[src/rtl/arb_req_master_pkg.sv]
// Shared channel state type and default sizing for the arbiter request master.
package arb_pkg;

  typedef enum logic [1:0] {
    ST_IDLE = 2'd0,
    ST_REQ  = 2'd1,
    ST_OWN  = 2'd2,
    ST_REL  = 2'd3
  } chan_state_e;

  localparam int N_DEF       = 4;
  localparam int LEN_W_DEF   = 4;
  localparam int TIMEOUT_DEF = 200;

endpackage

[src/rtl/arb_req_master_if.sv]
// Request/grant bundle between client logic, the request master and the arbiter.
interface arb_req_master_if
  import arb_pkg::*;
#(
  parameter int N     = N_DEF,
  parameter int LEN_W = LEN_W_DEF
);
  logic [N-1:0]       start;
  logic [N*LEN_W-1:0] len;
  logic [N-1:0]       req;
  logic [N-1:0]       grant;
  logic [N-1:0]       busy;
  logic [N-1:0]       done;
  logic [N-1:0]       starve;

  modport master (
    input  start, len, grant,
    output req, busy, done, starve
  );

  modport slave (
    output start, len, grant,
    input  req, busy, done, starve
  );
endinterface

[src/rtl/arb_req_master_chan.sv]
// One requester channel: holds req until max(len,1) granted beats, then pulses done.
// Optional starvation watchdog is built only when ARB_REQ_TIMEOUT_EN is defined.
//
// state | meaning
// IDLE  | no job; start captures len
// REQ   | req raised, first beat not yet granted
// OWN   | at least one beat granted, more remaining
// REL   | req dropped, done pulse, back to IDLE next
module arb_req_chan
  import arb_pkg::*;
#(
  parameter int LEN_W   = LEN_W_DEF,
  parameter int TIMEOUT = TIMEOUT_DEF
) (
  input  logic             clk,
  input  logic             rst_n,
  input  logic             start_i,
  input  logic [LEN_W-1:0] len_i,
  input  logic             grant_i,
  output logic             req_o,
  output logic             busy_o,
  output logic             done_o,
  output logic             starve_o
);

  chan_state_e      state_q, state_d;
  logic [LEN_W-1:0] rem_q, rem_d;
  logic             req_q, req_d;
  logic             busy_q, busy_d;
  logic             done_q, done_d;

  always_comb begin
    state_d = state_q;
    rem_d   = rem_q;
    case (state_q)
      ST_IDLE: begin
        if (start_i) begin
          rem_d   = (len_i == '0) ? LEN_W'(1) : len_i;
          state_d = ST_REQ;
        end
      end
      ST_REQ, ST_OWN: begin
        // An ungranted cycle (preemption) leaves the beat count untouched.
        if (grant_i) begin
          if (rem_q == LEN_W'(1)) begin
            state_d = ST_REL;
          end else begin
            rem_d   = rem_q - LEN_W'(1);
            state_d = ST_OWN;
          end
        end
      end
      ST_REL:  state_d = ST_IDLE;
      default: state_d = ST_IDLE;
    endcase
    req_d  = (state_d == ST_REQ) || (state_d == ST_OWN);
    busy_d = (state_d != ST_IDLE);
    done_d = (state_d == ST_REL);
  end

  always_ff @(posedge clk or negedge rst_n) begin
    if (!rst_n) begin
      state_q <= ST_IDLE;
      rem_q   <= '0;
      req_q   <= 1'b0;
      busy_q  <= 1'b0;
      done_q  <= 1'b0;
    end else begin
      state_q <= state_d;
      rem_q   <= rem_d;
      req_q   <= req_d;
      busy_q  <= busy_d;
      done_q  <= done_d;
    end
  end

  assign req_o  = req_q;
  assign busy_o = busy_q;
  assign done_o = done_q;

`ifdef ARB_REQ_TIMEOUT_EN
  localparam int WAIT_W = $clog2(TIMEOUT + 1);

  logic [WAIT_W-1:0] wait_q, wait_d;
  logic              starve_q, starve_d;

  always_comb begin
    wait_d   = wait_q;
    starve_d = starve_q;
    if (req_q && !grant_i) begin
      if (wait_q != WAIT_W'(TIMEOUT)) wait_d = wait_q + WAIT_W'(1);
    end else begin
      wait_d = '0;
    end
    // Flag is visible the cycle after the TIMEOUT-th consecutive ungranted cycle.
    if ((state_q == ST_IDLE) && start_i) begin
      starve_d = 1'b0;
    end else if (wait_d == WAIT_W'(TIMEOUT)) begin
      starve_d = 1'b1;
    end
  end

  always_ff @(posedge clk or negedge rst_n) begin
    if (!rst_n) begin
      wait_q   <= '0;
      starve_q <= 1'b0;
    end else begin
      wait_q   <= wait_d;
      starve_q <= starve_d;
    end
  end

  assign starve_o = starve_q;
`else
  logic unused_timeout;
  assign unused_timeout = (TIMEOUT != 0);
  assign starve_o       = 1'b0;
`endif

endmodule

[src/rtl/arb_req_master.sv]
// N independent request channels facing a fixed-priority arbiter; this level only slices the bus.
// Starvation flags are live only when ARB_REQ_TIMEOUT_EN is defined.
module arb_req_master
  import arb_pkg::*;
#(
  parameter int N       = N_DEF,
  parameter int LEN_W   = LEN_W_DEF,
  parameter int TIMEOUT = TIMEOUT_DEF
) (
  input  logic             clk,
  input  logic             rst_n,
  arb_req_master_if.master bus
);

  logic [N-1:0] req_w;
  logic [N-1:0] busy_w;
  logic [N-1:0] done_w;
  logic [N-1:0] starve_w;

  for (genvar i = 0; i < N; i++) begin : g_chan
    arb_req_chan #(
      .LEN_W   (LEN_W),
      .TIMEOUT (TIMEOUT)
    ) u_chan (
      .clk      (clk),
      .rst_n    (rst_n),
      .start_i  (bus.start[i]),
      .len_i    (bus.len[i*LEN_W +: LEN_W]),
      .grant_i  (bus.grant[i]),
      .req_o    (req_w[i]),
      .busy_o   (busy_w[i]),
      .done_o   (done_w[i]),
      .starve_o (starve_w[i])
    );
  end

  assign bus.req    = req_w;
  assign bus.busy   = busy_w;
  assign bus.done   = done_w;
  assign bus.starve = starve_w;

endmodule

[src/flat_wrapper.sv]
// flat-port wrapper written by rule: the top's interface ports become plain ports
module arb_req_master_flat import arb_pkg::*;
#(
  parameter int N       = N_DEF,
  parameter int LEN_W   = LEN_W_DEF,
  parameter int TIMEOUT = TIMEOUT_DEF
)
  (clk, rst_n, bus_start, bus_len, bus_grant, bus_req, bus_busy, bus_done, bus_starve);
  arb_req_master_if #(.N(N), .LEN_W(LEN_W)) bus_i ();
  input  logic clk;
  input  logic rst_n;
  input wire logic [$bits(bus_i.start)-1:0] bus_start;
  input wire logic [$bits(bus_i.len)-1:0] bus_len;
  input wire logic [$bits(bus_i.grant)-1:0] bus_grant;
  output wire logic [$bits(bus_i.req)-1:0] bus_req;
  output wire logic [$bits(bus_i.busy)-1:0] bus_busy;
  output wire logic [$bits(bus_i.done)-1:0] bus_done;
  output wire logic [$bits(bus_i.starve)-1:0] bus_starve;
  assign bus_i.start = bus_start;
  assign bus_i.len = bus_len;
  assign bus_i.grant = bus_grant;
  assign bus_req = bus_i.req;
  assign bus_busy = bus_i.busy;
  assign bus_done = bus_i.done;
  assign bus_starve = bus_i.starve;
  arb_req_master #(.N(N), .LEN_W(LEN_W), .TIMEOUT(TIMEOUT)) u_core (.clk(clk), .rst_n(rst_n), .bus(bus_i));
endmodule
[config.mk]
export PLATFORM = sky130hd
export DESIGN_NAME = arb_req_master_flat
export DESIGN_NICKNAME = d
export VERILOG_FILES = /design/src/rtl/arb_req_master_pkg.sv /design/src/rtl/arb_req_master_if.sv /design/src/rtl/arb_req_master_chan.sv /design/src/rtl/arb_req_master.sv /design/src/flat_wrapper.sv
export SDC_FILE = /design/constraint.sdc
export NUM_CORES = 1
export LEC_CHECK = 0
export CORE_MARGIN = 2
export CORE_UTILIZATION = 43
export CTS_BUF_LIST = sky130_fd_sc_hd__clkbuf_4
export DETAILED_ROUTE_END_ITERATION = 6
export PLACE_DENSITY = 0.75
export SLEW_MARGIN = 30
export SYNTH_ARGS = -nofsm -noshare
export SYNTH_HDL_FRONTEND = slang
export SYNTH_SLANG_ARGS = --single-unit
[constraint.sdc]
create_clock -name clk -period 3.5 [get_ports clk]
set_input_delay 0.525 -clock clk [delete_from_list [all_inputs] [get_ports clk]]
set_output_delay 0.525 -clock clk [all_outputs]
set_load 0.01 [all_outputs]
# Word-level counts from Yosys, hierarchy flattened
# Index checks and enable logic that the tools add are counted.
# Widths: inputs -> output; s select.
dict set report word_totals {
  romBits 0
  in_bits 26
  memories 0
  elab_cells 128
  ramBits 0
  latchBits 0
  register_bits 36
}
dict set report op_classes {
  muxes 36
  n_mul 0
  reduce_logical 28
  n_div 0
  n_lt_le_gt_ge 0
  bitwise 0
  n_addsub 4
  n_shift 0
  n_eq_ne 40
}
# cell count
set op_table {}
lappend op_table {{$mux 4} 16}
lappend op_table {{$eq 2x2->1 const B} 16}
lappend op_table {{$pmux 4 s2} 4}
lappend op_table {{$ne 2x2->1 const B} 12}
lappend op_table {{$pmux 2 s3} 4}
lappend op_table {{$eq 2x1->1 const B} 8}
lappend op_table {{$eq 4x1->1 const B} 4}
lappend op_table {{$logic_not 4->1} 4}
lappend op_table {{$mux 2} 8}
lappend op_table {{$reduce_and 4->1} 4}
lappend op_table {{$reduce_bool 2->1} 8}
lappend op_table {{$sub 4x1->4 const B} 4}
lappend op_table {{$logic_not 2->1} 4}
lappend op_table {{$reduce_or 2->1} 4}
lappend op_table {{$logic_or 1x1->1} 4}
lappend op_table {{$mux 1} 4}

# Longest topological paths before layout
# Gate-level depths: netlist of the first run.
dict set report logic_depth {
  word_depth 6
  depth_mapped 9
  ltp_nobuf 8
}

# Modules after synthesis
# Synthesis of the first run repeated with hierarchy kept, for this count alone.
dict set report hier_totals {
  hier_cells 260
  hier_area_um2 2377.3
}
# mod instances cells_each area_per_inst_um2
set by_module_without_submodules {}
lappend by_module_without_submodules {arb_req_chan 4 65 594.3}

# Least setup slack after synthesis of the first run
# No wires, ideal clock.
dict set report synth_timing {
  path_type {register to register}
  start {register u_core.g_chan[1].u_chan.rem_q[1]}
  end {register u_core.g_chan[1].u_chan.req_q}
  arrival_ps 1702
  n_path_buf 0
  period_less_slack_ps 1828
  path_slack_ps 1672
  required_time_ps 3374
  path_stages_with_launch 7
  cell_sequence {dfrtp_1 inv_1 ha_1 or3b_2 a21boi_0 o22ai_1 ha_1}
}
dict set report synth_between {
  elab_chain_cells 6
  word_cells_on_any_way 7
  classes_between {eq/ne (3); mux (3); reduce/logical (1)}
}
# element line
set synth_rtl {}
lappend synth_rtl {{start: declaration} arb_req_master_chan.sv:27} ;# logic [LEN_W-1:0] rem_q, rem_d;
lappend synth_rtl {{start signal: assignment} arb_req_master_chan.sv:70} ;# rem_q <= rem_d;
lappend synth_rtl {{$eq 4x1->1 (*)} arb_req_master_chan.sv:45} ;# if (rem_q == LEN_W'(1)) begin
lappend synth_rtl {{$mux 1 (*)} arb_req_master_chan.sv:45}
lappend synth_rtl {{$mux 2 (*)} arb_req_master_chan.sv:44} ;# if (grant_i) begin
lappend synth_rtl {{$pmux 2 s3 (*)} arb_req_master_chan.sv:35} ;# case (state_q)
lappend synth_rtl {{$eq 2x1->1 / $eq 2x2->1 (equally long branches)} arb_req_master_chan.sv:56} ;# req_d = (state_d == ST_REQ) || (state_d == ST_OWN);
lappend synth_rtl {{$logic_or 1x1->1 (*)} arb_req_master_chan.sv:56}
lappend synth_rtl {{via u_core.g_chan[1].u_chan.req_d} arb_req_master_chan.sv:28} ;# logic req_q, req_d;
lappend synth_rtl {{end signal: assignment} arb_req_master_chan.sv:71} ;# req_q <= req_d;
lappend synth_rtl {{end: declaration} arb_req_master_chan.sv:28}
# Mark *: on every way through the listed nets, which the timed path passes. The rest lies on a longest branch.
# A chain may end at the register's enable or synchronous reset.

# Worst setup path after layout of the first run
# Same ends and word-level chain as after synthesis.

==> results by group, run 1 <==
Run status
  • Outcome: completed

Power
  • NetSw: 1.04 mW
  • Clock share of power: 11.8%
  • PwrDens: 922 mW/mm²
  • Flop pwr share: 31.0%
  • Leak: 1.23 nW
  • Peak VDD IR: 0.288 mV
  • Combinational Power Share: 57.3%
  • Overall power: 2.49 mW
  • Switching share of power: 41.7%
  • Pint: 1.45 mW

Setup path
  • Critical-path cell list: inv_1, ha_1, or3b_2, a21boi_0, o22ai_1, ha_1
  • Startpoint types: flop
  • Crit path capture type: flop
  • Crit path max fanout: 3
  • Crit Reg-Reg Endpoint: u_core.g_chan[1].u_chan.req_o$_DFF_PN0_
  • Slowest cell on crit path: or3b_2
  • Required @ worst endpoint: 3.73 ns
  • Reg2Reg Depth: 6
  • R2R Path Start: u_core.g_chan[1].u_chan.rem_q[1]$_DFFE_PN0P_
  • Cell mode on critical path: ha_1
  • Critical path arrival: 2.24 ns
  • Crit path kind: flop to flop
  • CP peak stage delay: 0.45 ns
  • FF-to-FF setup slack: 1.49 ns

Clocking
  • Clock buffer count from CTS: 5
  • Post-cts resize count: 0
  • CTS Root Cell: clkbuf_4
  • Worst-Skew Late Latency: 0.33 ns
  • Post-CTS Hold Buffers: 0
  • Setup bufs post-CTS: 0
  • CTS tree: built
  • CTS HTree Levels: 2
  • Worst-path clk slew: 0.11 ns
  • Sink Count: 36
  • CTS Buffer Depth: 2

Cells and area
  • Post-layout util: 52.6%
  • Area grow syn2layout: 17.1%
  • Share of layout cells above drive strength 1: 6.88%
  • Antenna cells: 0
  • Nets: 321
  • Fillers: 503

Die
  • IO Pins: 42
  • Die area: 0.00597 mm²
  • Starting Density: 44.9%
  • Core area: 0.00514 mm²
  • Die Ht: 77.3 µm
  • Site row count: 26
  • Die Wd: 77.3 µm

Drt
  • # DRC: 0
  • Total number of vias: 1817
  • Drt first-iter violations: 84
  • Routed len/inst: 12.2 µm
  • Routed wire length: 4210 µm
  • Initial DRT Pass Iterations: 4
  • Vias per inst: 5.25
  • ANT nets after route: 0

Place
  • Placement Setup Slack: 1.33 ns
  • PortBufs: 37
  • Routability congestion estimate: 0.839
  • Post-DP HPWL: 3220 µm

Global routing
  • GR Util met1: 19.7%
  • GRT busiest layer: met2
  • Global Route Usage Sum: 15.5%
  • First-pass GRT wire length: 7600 µm
  • Largest net degree at the start of global routing: 37
  • Total congestion overflow: 0
  • Vias in the first global route: 1797
  • M3 GR Usage: 2.82%
  • Initial antenna violation count: 0
  • M2 GR Usage: 25.4%

Synth
  • Post-synth EDFFs: 0
  • Mean Syn Cell Area: 9.23 µm²
  • Post-Synth Adder-Cell Area: 10.8%
  • Synth Register Bits: 36
  • Mux cell area share after synthesis: 1.90%
  • Synth warn: 0
  • Syn Std Cell Area: 0.00231 mm²
  • Yosys cell types: 51
  • Synth Flop Type: dfrtp_1
  • Synth Area in Compound Gates: 18.5%
  • Seq/Total Area, Yosys: 39.0%
  • Gate Count Post-Synth: 250
  • Xor and xnor area share after synthesis: 0%
  • Largest family of logic cells by synthesized area: compound AO/OA/AOI/OAI gates
  • Asr flop ratio synth: 100%
  • Post-Synth Simple-Gate Area: 17.3%

Hold path
  • Hold Path Stages: 1
  • Worst Hold Launch: u_core.g_chan[3].u_chan.rem_q[2]$_DFFE_PN0P_
  • Hold WC Path Type: flop to flop
  • Hold Crit Endpoint: u_core.g_chan[3].u_chan.rem_q[2]$_DFFE_PN0P_

STA
  • Max-slew violations: 0
  • Final WS setup: 1.49 ns
  • Hold WS: 0.531 ns
  • Highest Clock Rate: 0.497 GHz
  • TNS Setup: 0 ns
  • Fin Clk Skew: 0.0137 ns
  • Period utilisation layout: 57.5%
  • Final Hold Fails: 0
  • Tightest Pin Transition: 0.471 ns
  • Normalized max-slew margin: 67.7%
  • Minimum clock period: 2.01 ns
  • RSZ-0062 raised after global routing: false
  • Endpoints failing setup: 0

Job
  • Max Cap Viol: 0
power groups by stage:
stage,clock [mW],combinational (mW),sequential (mW)
after CTS,0.304,1.44,0.771
after floorplan,0,1.17,0.736
after global routing,0.328,1.64,0.798
after detailed placement,0,1.44,0.781
after global placement,0,1.38,0.773
final,0.293,1.43,0.772
sequential cells by signal, summed over array words and instances, names as in the netlist:
name / flops
u_core.g_chan.u_chan.rem_q: 16
u_core.g_chan.u_chan.req_o: 4
u_core.g_chan.u_chan.busy_o: 4
u_core.g_chan.u_chan.done_o: 4
u_core.g_chan.u_chan.state_q: 8
placed cells by master, fill, tap and decap left out, drive strengths merged, types with 2 or more instances in the layout:
| cell | netlist | routed |
|---|---|---|
| nor2 | 13 | 13 |
| a31oi | 2 | 2 |
| o21ai | 12 | 12 |
| a31o | 2 | 2 |
| and3 | 2 | 2 |
| or4 | 2 | 2 |
| o211ai | 6 | 6 |
| a22oi | 2 | 2 |
| nor3 | 5 | 5 |
| nand3 | 7 | 7 |
| o22a | 4 | 4 |
| o41ai | 2 | 2 |
| o22ai | 7 | 7 |
| or3 | 2 | 2 |
| o21a | 4 | 4 |
| conb | 1 | 4 |
| nor2b | 3 | 3 |
| ha | 20 | 20 |
| nor4b | 2 | 2 |
| a21boi | 2 | 2 |
| or4b | 2 | 2 |
| a21oi | 11 | 11 |
| nand2b | 11 | 11 |
| dfrtp | 36 | 36 |
| clkdlybuf4s50 | 0 | 37 |
| clkbuf | 4 | 6 |
| and2 | 4 | 4 |
| nand2 | 14 | 14 |
| inv | 32 | 32 |
| mux2i | 4 | 4 |
logic make-up after synthesis:
family	count (synthesis)
AO/OA/AOI/OAI	62
multiplexers	4
adder cells (fa/ha/maj)	20
flip-flops	36
buffers and inverters	55
other	1
AND/OR/NAND/NOR	72
critical path, delay by kind of cell, from the launching register on:
| kind | cells | cell delay, ns |
|---|---|---|
| buffers and inverters | 1 | 0.10 |
| adders and majority gates | 2 | 0.48 |
| and+or+nand+nor | 1 | 0.45 |
| DFF | 1 | 0.41 |
| AOI/OAI and AO/OA | 2 | 0.47 |
worst max path at each step:
| stage | startpoint | end | slack (ns) | cells after the start |
|---|---|---|---|---|
| global route | u_core.g_chan[1].u_chan.rem_q[1]$_DFFE_PN0P_ | u_core.g_chan[1].u_chan.req_o$_DFF_PN0_ | 1.36 | 6 |
| floorplan | u_core.g_chan[1].u_chan.rem_q[1]$_DFFE_PN0P_ | u_core.g_chan[1].u_chan.req_o$_DFF_PN0_ | 1.67 | 6 |
| global placement | bus_grant[1] | u_core.g_chan[1].u_chan.rem_q[3]$_DFFE_PN0P_ | 1.37 | 4 |
| finish | u_core.g_chan[1].u_chan.rem_q[1]$_DFFE_PN0P_ | u_core.g_chan[1].u_chan.req_o$_DFF_PN0_ | 1.49 | 6 |
| CTS | u_core.g_chan[1].u_chan.rem_q[1]$_DFFE_PN0P_ | u_core.g_chan[1].u_chan.req_o$_DFF_PN0_ | 1.49 | 6 |
| detailed placement | bus_grant[1] | u_core.g_chan[1].u_chan.rem_q[3]$_DFFE_PN0P_ | 1.33 | 4 |
synthesized netlist by cell type (all sizes together), types with 5 or more instances:
cell | instances | area, µm²
a21oi | 11 | 55.1
inv | 32 | 120
nand2 | 14 | 52.6
o211ai | 6 | 45.0
o21ai | 12 | 63.8
nand2b | 11 | 68.8
nor3 | 5 | 25.0
nor2 | 13 | 51.3
buf | 19 | 148
dfrtp | 36 | 901
o22ai | 7 | 43.8
ha | 20 | 250
nand3 | 7 | 35.0
layout make-up:
cell class | instances | area (µm²) | area share [%]
multi-input cells | 162 | 1130 | 42.0
flip-flops and latches | 36 | 901 | 33.3
clock buffers | 6 | 45.0 | 1.67
repair buffers | 38 | 378 | 14.0
well taps | 70 | 87.6 | 3.24
clock inverters | 2 | 35.0 | 1.30
inverters | 32 | 120 | 4.45
through the flow:
step                      area, µm²  instances
final                          2700        346
after global routing           2700        346
after CTS                      2700        346
after detailed placement       2620        338
after global placement         2620        338
after floorplan                2320        253
per-layer routing:
metal	vias up	part of all wire (%)
met4	0	1.9
met5	-	0
li1	906	-
met3	7	4.0
met2	41	48
met1	863	46
(Power assumes the default switching activity.)
==> run 2: changes to the inputs <==
==> constraint.sdc (replaced) <==
create_clock -name clk -period 2.06 [get_ports clk]
set_input_delay 0.309 -clock clk [delete_from_list [all_inputs] [get_ports clk]]
set_output_delay 0.309 -clock clk [all_outputs]
set_load 0.01 [all_outputs]
==> run 2 against run 1 <==
  * Routed wire length increased by 3.6%
  * Maximum frequency increased by 6.9%
  * Count of clock-buffer cells in the layout increased by 1
  * Clock skew decreased by 0.0064 ns
  * Setup slack got worse by 1.3 ns
  * Critical endpoint unchanged
  * First-iteration DRC count decreased by 4.8%
  * Sequential share of layout area decreased by 0.26 points
  * Critical path depth unchanged
  * Final area increased by 0.79%
  * Register-to-register slack got worse by 1.3 ns
==> results by group, run 2 (synthesized netlist as in run 1, its figures left out) <==
Place
  • Routability congestion estimate: 0.783 (was 0.839)
  • PortBufs: 37 (unchanged)
  • Post-DP HPWL: 3320 µm (was 3220 µm)
  • Area post-placement: 0.00266 mm² (was 0.00262 mm²)

Cells and area
  • Post-route cell area: 0.00272 mm² (was 0.00270 mm²)
  • Antenna cells: 0 (unchanged)
  • Largest register by flop count: u_core.g_chan.u_chan.rem_q (unchanged)
  • Most common cell after layout, fill and taps aside: clkdlybuf4s50_1 (unchanged)
  • Most frequent cells in the layout: clkdlybuf4s50_1, dfrtp_1, inv_1 (unchanged)
  • Area grow syn2layout: 18.0% (was 17.1%)
  • Nets: 326 (was 321)
  • Largest regs: u_core.g_chan.u_chan.rem_q: 16 flops, u_core.g_chan.u_chan.state_q: 8 flops (unchanged)
  • Max reg flops: 16 (unchanged)
  • Share of layout cells above drive strength 1: 8.90% (was 6.88%)

STA
  • Fin Clk Skew: 0.00734 ns (was 0.0137 ns)
  • Period utilisation layout: 91.4% (was 57.5%)
  • TNS Setup: 0 ns (unchanged)
  • Max-slew violations: 0 (unchanged)
  • Highest Clock Rate: 0.531 GHz (was 0.497 GHz)
  • RSZ-0062 raised after global routing: false (unchanged)
  • Final Hold Fails: 0 (unchanged)
  • Endpoints failing setup: 0 (unchanged)
  • Minimum clock period: 1.88 ns (was 2.01 ns)

Setup path
  • CP peak stage delay: 0.47 ns (was 0.45 ns)
  • Critical-path cell list: inv_1, ha_1, or3b_2, a21boi_2, o22ai_1, ha_1 (was inv_1, ha_1, or3b_2, a21boi_0, o22ai_1, ha_1)
  • Required @ worst endpoint: 2.28 ns (was 3.73 ns)
  • R2R Path Start: u_core.g_chan[1].u_chan.rem_q[1]$_DFFE_PN0P_ (unchanged)
  • Cell mode on critical path: ha_1 (unchanged)
  • Crit path kind: flop to flop (unchanged)
  • Crit path capture type: flop (unchanged)
  • Startpoint types: flop (unchanged)
  • Crit path max fanout: 3 (unchanged)
  • Crit Reg-Reg Endpoint: u_core.g_chan[1].u_chan.req_o$_DFF_PN0_ (unchanged)
  • FF-to-FF setup slack: 0.18 ns (was 1.49 ns)
  • Slowest cell on crit path: or3b_2 (unchanged)
  • Critical path arrival: 2.11 ns (was 2.24 ns)
  • Reg2Reg Depth: 6 (unchanged)

Die
  • Site row count: 26 (unchanged)
  • Die Wd: 77.3 µm (unchanged)
  • IO Pins: 42 (unchanged)
  • Starting Density: 44.9% (unchanged)
  • Die Ht: 77.3 µm (unchanged)
  • Die area: 0.00597 mm² (unchanged)
  • Core area: 0.00514 mm² (unchanged)

Clocking
  • Post-CTS Hold Buffers: 0 (unchanged)
  • Clock buffer count from CTS: 5 (unchanged)
  • CTS Root Cell: clkbuf_4 (unchanged)
  • Setup bufs post-CTS: 0 (unchanged)
  • CTS tree: built (unchanged)
  • Post-cts resize count: 1 (was 0)
  • CTS Buffer Depth: 2 (unchanged)
  • CTS HTree Levels: 2 (unchanged)
  • Worst-path clk slew: 0.11 ns (about the same)
  • Sink Count: 36 (unchanged)
  • Worst-Skew Late Latency: 0.34 ns (was 0.33 ns)

Drt
  • Initial DRT Pass Iterations: 4 (unchanged)
  • # DRC: 0 (unchanged)
  • Routed wire length: 4370 µm (was 4210 µm)
  • ANT nets after route: 0 (unchanged)
  • Drt first-iter violations: 80 (was 84)
  • Vias per inst: 5.11 (was 5.25)
  • Routed len/inst: 12.4 µm (was 12.2 µm)
  • Total number of vias: 1792 (was 1817)

Power
  • Leak: 1.24 nW (was 1.23 nW)
  • PwrDens: 1550 mW/mm² (was 922 mW/mm²)
  • Peak VDD IR: 0.756 mV (was 0.288 mV)

Job
  • Max Cap Viol: 0 (unchanged)

Run status
  • Outcome: completed (unchanged)

Global routing
  • Initial antenna violation count: 0 (unchanged)
  • Total congestion overflow: 0 (unchanged)
  • Vias in the first global route: 1732 (was 1797)
  • Global Route Usage Sum: 15.9% (was 15.5%)
  • First-pass GRT wire length: 7620 µm (was 7600 µm)
  • Largest net degree at the start of global routing: 37 (unchanged)

Hold path
  • Hold WC Path Type: input pin to asynchronous set/reset pin (was flop to flop)
run 2: cell count changes in the layout (fill, tap and decap cells not counted), sizes merged:
cell    delta
clkbuf     +1
bufinv     -1
buf        +5
run 2: critical path, delay by kind of cell (launching register included):
| family | cells | cell delay (ns) |
|---|---|---|
| fa+ha+maj | 2 | 0.47 |
| simple gates | 1 | 0.47 |
| flops | 1 | 0.40 |
| compound gates | 2 | 0.31 |
| buf+inv | 1 | 0.10 |
run 2: worst max path at each step:
stage	from	to	slack (ns)	depth (start not counted)
finish	u_core.g_chan[1].u_chan.rem_q[1]$_DFFE_PN0P_	u_core.g_chan[1].u_chan.req_o$_DFF_PN0_	0.18	6
CTS	u_core.g_chan[1].u_chan.rem_q[1]$_DFFE_PN0P_	u_core.g_chan[1].u_chan.req_o$_DFF_PN0_	0.10	6
detailed placement	u_core.g_chan[1].u_chan.rem_q[1]$_DFFE_PN0P_	u_core.g_chan[1].u_chan.req_o$_DFF_PN0_	0.03	6
floorplan	u_core.g_chan[1].u_chan.rem_q[1]$_DFFE_PN0P_	u_core.g_chan[1].u_chan.req_o$_DFF_PN0_	0.23	6
global placement	u_core.g_chan[1].u_chan.rem_q[1]$_DFFE_PN0P_	u_core.g_chan[1].u_chan.req_o$_DFF_PN0_	0.13	6
global route	u_core.g_chan[1].u_chan.state_q[1]$_DFF_PN0_	u_core.g_chan[1].u_chan.done_o$_DFF_PN0_	0.009	7
run 2: cell type report:
| type | instances | area (µm²) |
|---|---|---|
| Clock buffer | 7 | 52.6 |
| Clock inverter | 1 | 3.75 |
| Fill cell | 484 | 2420 |
| Inverter | 32 | 120 |
| Multi-Input combinational cell | 162 | 1140 |
| Sequential cell | 36 | 901 |
| Tap cell | 70 | 87.6 |
| Timing Repair Buffer | 43 | 415 |
run 2: power breakdown:
group	total, mW	internal (mW)	switching [mW]	leakage (nW)
clock network	0.381	0.158	0.224	0.0338
logic	2.54	1.21	1.33	0.766
registers	1.31	1.07	0.241	0.437
run 2: metrics by stage:
stage / setup slack [ns] / power (mW) / instances / hold slack (ns) / util, %
final: 0.178 / 4.23 / 351 / 0.386 / 53.0
after global routing: 0.00904 / 4.68 / 351 / 0.414 / 53.0
after CTS: 0.103 / 4.24 / 351 / 0.390 / 52.8
after detailed placement: 0.0347 / 3.85 / 343 / 0.508 / 51.7
after global placement: 0.131 / 3.73 / 343 / 0.497 / 51.7
after floorplan: 0.232 / 3.24 / 253 / 0.0134 / -
run 2: layer usage:
layer | global-route usage, % | share of wire, %
met5 | 0 | 0
met4 | 5.36 | 1.6
met3 | 4.47 | 4.2
met2 | 25.5 | 47
met1 | 20.6 | 47
